`src/rtl/serial_adder.sv`:
```
// Digit-serial adder/subtractor: one DIGIT-wide slice reused over
// WIDTH/DIGIT cycles, with a registered carry between chunks.
module serial_adder #(
  parameter int WIDTH = 8,
  parameter int DIGIT = 1
) (
  input  logic             clk,
  input  logic             rst_n,
  input  logic             start,
  input  logic             Sub,
  input  logic [WIDTH-1:0] A,
  input  logic [WIDTH-1:0] B,
  input  logic             Cin,
  output logic             busy,
  output logic             done,
  output logic [WIDTH-1:0] Sum,
  output logic             Cout,
  output logic             Overflow
);

  if (DIGIT < 1 || DIGIT > WIDTH || (WIDTH % DIGIT) != 0) begin : g_bad
    $error("serial_adder: DIGIT must divide WIDTH");
  end

  localparam int N  = WIDTH / DIGIT;
  localparam int CW = $clog2(N + 1);

  typedef enum logic [1:0] {
    IDLE,
    RUN,
    DONE
  } state_t;

  state_t           state;
  logic [WIDTH-1:0] a_sr;
  logic [WIDTH-1:0] b_sr;
  logic [WIDTH-1:0] r_sr;
  logic             cy;
  logic [CW-1:0]    cnt;

  logic [DIGIT-1:0] da;
  logic [DIGIT-1:0] db;
  logic [DIGIT-1:0] ds;
  logic [DIGIT:0]   dsum;
  logic             dc;
  logic             dm;
  logic [WIDTH-1:0] r_nxt;
  logic             last;
  logic             take;

  always_comb begin
    da    = a_sr[DIGIT-1:0];
    db    = b_sr[DIGIT-1:0];
    dsum  = {1'b0, da} + {1'b0, db} + {{DIGIT{1'b0}}, cy};
    ds    = dsum[DIGIT-1:0];
    dc    = dsum[DIGIT];
    // carry into the top bit of this chunk, recovered from its sum bit
    dm    = da[DIGIT-1] ^ db[DIGIT-1] ^ ds[DIGIT-1];
    r_nxt = (r_sr >> DIGIT) | (WIDTH'(ds) << (WIDTH - DIGIT));
    last  = (cnt == CW'(N - 1));
    take  = start && (state != RUN);
  end

  always_ff @(posedge clk or negedge rst_n) begin
    if (!rst_n) begin
      state    <= IDLE;
      a_sr     <= '0;
      b_sr     <= '0;
      r_sr     <= '0;
      cy       <= 1'b0;
      cnt      <= '0;
      busy     <= 1'b0;
      done     <= 1'b0;
      Sum      <= '0;
      Cout     <= 1'b0;
      Overflow <= 1'b0;
    end else begin
      if (take) begin
        a_sr <= A;
        b_sr <= B ^ {WIDTH{Sub}};
        cy   <= Sub | Cin;
        r_sr <= '0;
        cnt  <= '0;
      end else if (state == RUN) begin
        a_sr <= a_sr >> DIGIT;
        b_sr <= b_sr >> DIGIT;
        cy   <= dc;
        r_sr <= r_nxt;
        cnt  <= cnt + CW'(1);
      end

      unique case (state)
        IDLE, DONE: begin
          done  <= 1'b0;
          busy  <= take;
          state <= take ? RUN : IDLE;
        end
        RUN: begin
          if (last) begin
            state    <= DONE;
            busy     <= 1'b0;
            done     <= 1'b1;
            Sum      <= r_nxt;
            Cout     <= dc;
            Overflow <= dm ^ dc;
          end
        end
        default: begin
          state <= IDLE;
          busy  <= 1'b0;
          done  <= 1'b0;
        end
      endcase
    end
  end

endmodule
```
`config.mk`:
```
export PLATFORM = sky130hd
export DESIGN_NAME = serial_adder
export DESIGN_NICKNAME = d
export VERILOG_FILES = /design/src/rtl/serial_adder.sv
export SDC_FILE = /design/constraint.sdc
export NUM_CORES = 1
export LEC_CHECK = 0
export ABC_AREA = 1
export CAP_MARGIN = 20
export CELL_PAD_IN_SITES_DETAIL_PLACEMENT = 1
export CELL_PAD_IN_SITES_GLOBAL_PLACEMENT = 1
export CORE_MARGIN = 2
export CORE_UTILIZATION = 35
export DETAILED_ROUTE_END_ITERATION = 16
export PLACE_DENSITY_LB_ADDON = 0.1
export SETUP_SLACK_MARGIN = 0.2
export SLEW_MARGIN = 20
export SYNTH_ARGS = -nofsm -noshare
export SYNTH_HDL_FRONTEND = slang
export SYNTH_SLANG_ARGS = --single-unit
```
`constraint.sdc`:
```
create_clock -name clk -period 1.55 [get_ports clk]
set_input_delay 0.31 -clock clk [delete_from_list [all_inputs] [get_ports clk]]
set_output_delay 0.31 -clock clk [all_outputs]
set_load 0.1 [all_outputs]
```
==> reports/results.tsv <==
metric	value	unit
Post-Route WL	4380	um
crit path setup slack, layout	-0.0104	ns
first-pass GRT wire length	7240	um
Mapped Avg Cell Area	9.15	sq um
drt pass-1 iters	3	
Synth top area share	54.2	%
final hold vios	0	
Power, Total	6.47	mW
Synth Area in Compound Gates	9.78	%
XOR/XNOR Fraction of Synth Area	4.16	%
CTS tree	done	
Synth-to-Final Area Change	42.2	%
n_diodes	0	
#FFs+latches synth	41	
ANT nets after route	0	
share of post-route cells with drive strength above 1	26.5	%
core area	5170	sq um
max-slew violations	0	
CP Launch Type	flip-flop	
largest family of logic cells by synthesized area	simple AND/OR/NAND/NOR gates	
Row Count	26	
Worst Setup End Kind	flip-flop	
Die H	77.5	um
slew margin rel.	82.6	%
final design utilization	52.1	%
sw frac	46.1	%
final number of setup-violating endpoints	1	
clk_lat worst skew	0.30	ns
non-filler cells, final	330	
number of global-route vias before repair	1534	
Slew @ Worst Pin	0.261	ns
clock root buffer master	clkbuf_8	
Post-DP HPWL	2940	um
Remaining DRCs	0	
Seq pwr share	29.2	%
Hold WC Path Type	flip-flop to flip-flop	
Max Cap Viol	0	
Synth area leader	dfrtp_1	
async set-reset flop share out of synthesis	100	%
mux cell area share after synthesis	0	%
first-iteration detailed-routing DRC count	89	
Combinational Power Share	56.7	%
number of synthesized flops with an enable pin	0	
nets	282	
Setup CP Type	flip-flop to flip-flop	
pin count of the biggest net entering global routing	42	
vias	1520	
pwr/cell area	2400	nW/um^2
switching pwr	2.98	mW
WP data arrival	1.75	ns
P_int	3.48	mW
Synth Area in Adders	1.72	%
Worst Path Required	1.74	ns
status	finished with violations	
failing checks	setup timing	
Starting Density	36.6	%
Post-Synth Simple-Gate Area	22.2	%
Post-Synthesis Cells	207	
Peak VDD IR	1280	uV
TritonCTS Buffers	5	
total gr overflow	0	
RSZ-0062 raised after global routing	yes	
H-Tree Depth	2	
clk_skew	0.00529	ns
Final Cycle Share	101	%
area of the die	6010	sq um
IO Pins	33	
Synthesis Warnings	0	
synth unique cells	23	
post-synthesis sequential area ratio	54.2	%
antenna violations before repair	0	
fillers	589	
Post-Place Cells	308	
clock power share	14.1	%
Top FF cell, synth	dfrtp_1	
Mapped Area	1890	sq um
count of buffers from port buffering	32	
drt via density	4.61	
CTS Sinks	41	
Wirelength per Cell	13.3	um
CTS max path bufs	2	
min Tclk post-route	1.56	ns
Total GRT Usage	15.4	%
P_leak	1.27	nW
Max Clk Rate	0.641	GHz
chip width	77.5	um
CP max FO	4	
Synth area leaders	dfrtp_1 54%, nand2_1 14%, o21ai_2 4.2%	
Synth Net Count	230	
GPL Wtd Cong	0.719	
Worst-path clk slew	0.08	ns
## Yosys cell counts, types with 5 or more instances
cell,count
o21ai_2,9
o22ai_1,7
dfrtp_1,41
nor2_1,5
xor2_1,7
inv_1,20
nand2_1,70
o21ai_0,8
nand3_1,14
## layout make-up
cell class	count	area (sq um)	share of cell area, %
inverter	24	103	3.81
clock inverter	2	37.5	1.39
sequential	41	1030	38.2
tap	70	87.6	3.25
multi-input combinational	135	754	28.0
timing repair inverter	1	5.00	0.186
clock buffer	6	82.6	3.07
timing repair buffer	51	593	22.0
## cells in the final DEF, fill, tap and decap left out, drive strengths merged, types with 3 or more instances in the layout
master         instances
o21ai                 17
dfrtp                 41
nand2                 73
xor2                   7
nor2                   7
buf                   31
o211ai                 3
clkbuf                 6
nand3                 15
inv                   23
clkdlybuf4s50         19
o22ai                  7
## per-layer routing
metal	up-vias	GRT usage, %	wire, um
li1	759	-	-
met2	28	25.5	2230
met1	728	19.4	1950
met3	5	3.95	144
met5	-	0	0
met4	0	5.89	59
## timing repair
| action | CTS | global route |
|---|---|---|
| hold endpoints to repair | 41 | 0 |
| buffers inserted | 2 | 10 |
| pin swaps | 2 | 2 |
| hold buffers | 1 | 0 |
| endpoints found under the setup margin | 3 | 18 |
| resized for setup | 3 | 11 |
| gates cloned | 0 | 1 |
## worst max-delay path: stages, from the launching register on
cell and delay (ns):
dfrtp_1 0.38, inv_2 0.05, fa_2 0.62, inv_1 0.06, nand2_1 0.08, nand2_1 0.05, nand2_1 0.07, nand2_1 0.05
nand2_1 0.05, nand2_1 0.04
## state kept, by name, indices dropped and copies added (netlist names)
signal,count
Sum,8
a_sr,8
b_sr,8
r_sr,7
cnt,4
Cout,1
Overflow,1
busy,1
cy,1
done,1
state,1
## per-stage QoR
stage                     hold slack (ns)  worst slack [ns]  TNS [ns]  area, sq um
after floorplan                    0.0144             0.136         0         1900
after global placement              0.303            0.0709         0         2420
after detailed placement            0.308            0.0107         0         2420
after CTS                           0.507            0.0396         0         2570
after global routing                0.529           -0.0823   -0.0823         2690
final                               0.502           -0.0104   -0.0104         2690
## logic make-up after synthesis
group	after synthesis
and+or+nand+nor	97
DFF	41
buffers and inverters	31
AOI/OAI and AO/OA	27
xor gates and xnor gates	9
adders and majority gates	2
## power by group through the flow
stage / Clock [mW] / Sequential [mW] / Combinational, mW
2_1_floorplan: 0 / 2.78 / 1.29
3_3_place_gp: 0 / 1.87 / 3.21
3_5_place_dp: 0 / 1.90 / 3.29
4_1_cts: 0.933 / 1.88 / 3.37
5_1_grt: 0.990 / 1.95 / 3.94
6_report: 0.914 / 1.89 / 3.67
## worst paths after layout
kind	startpoint	end	slack, ns	cells past startpoint
setup / recovery	cy$_DFFE_PN0P_	Overflow$_DFFE_PN0P_	-0.01	9
hold / removal	a_sr[3]$_DFFE_PN0P_	a_sr[3]$_DFFE_PN0P_	0.50	2
setup reg to reg	cy$_DFFE_PN0P_	Overflow$_DFFE_PN0P_	-0.01	9
hold reg to reg	a_sr[3]$_DFFE_PN0P_	a_sr[3]$_DFFE_PN0P_	0.50	2
max in group asynchronous	rst_n	done$_DFFE_PN0P_	0.82	3
min in group asynchronous	rst_n	r_sr[3]$_DFFE_PN0P_	0.52	3
Note: power is estimated with default switching activity, not from simulation.
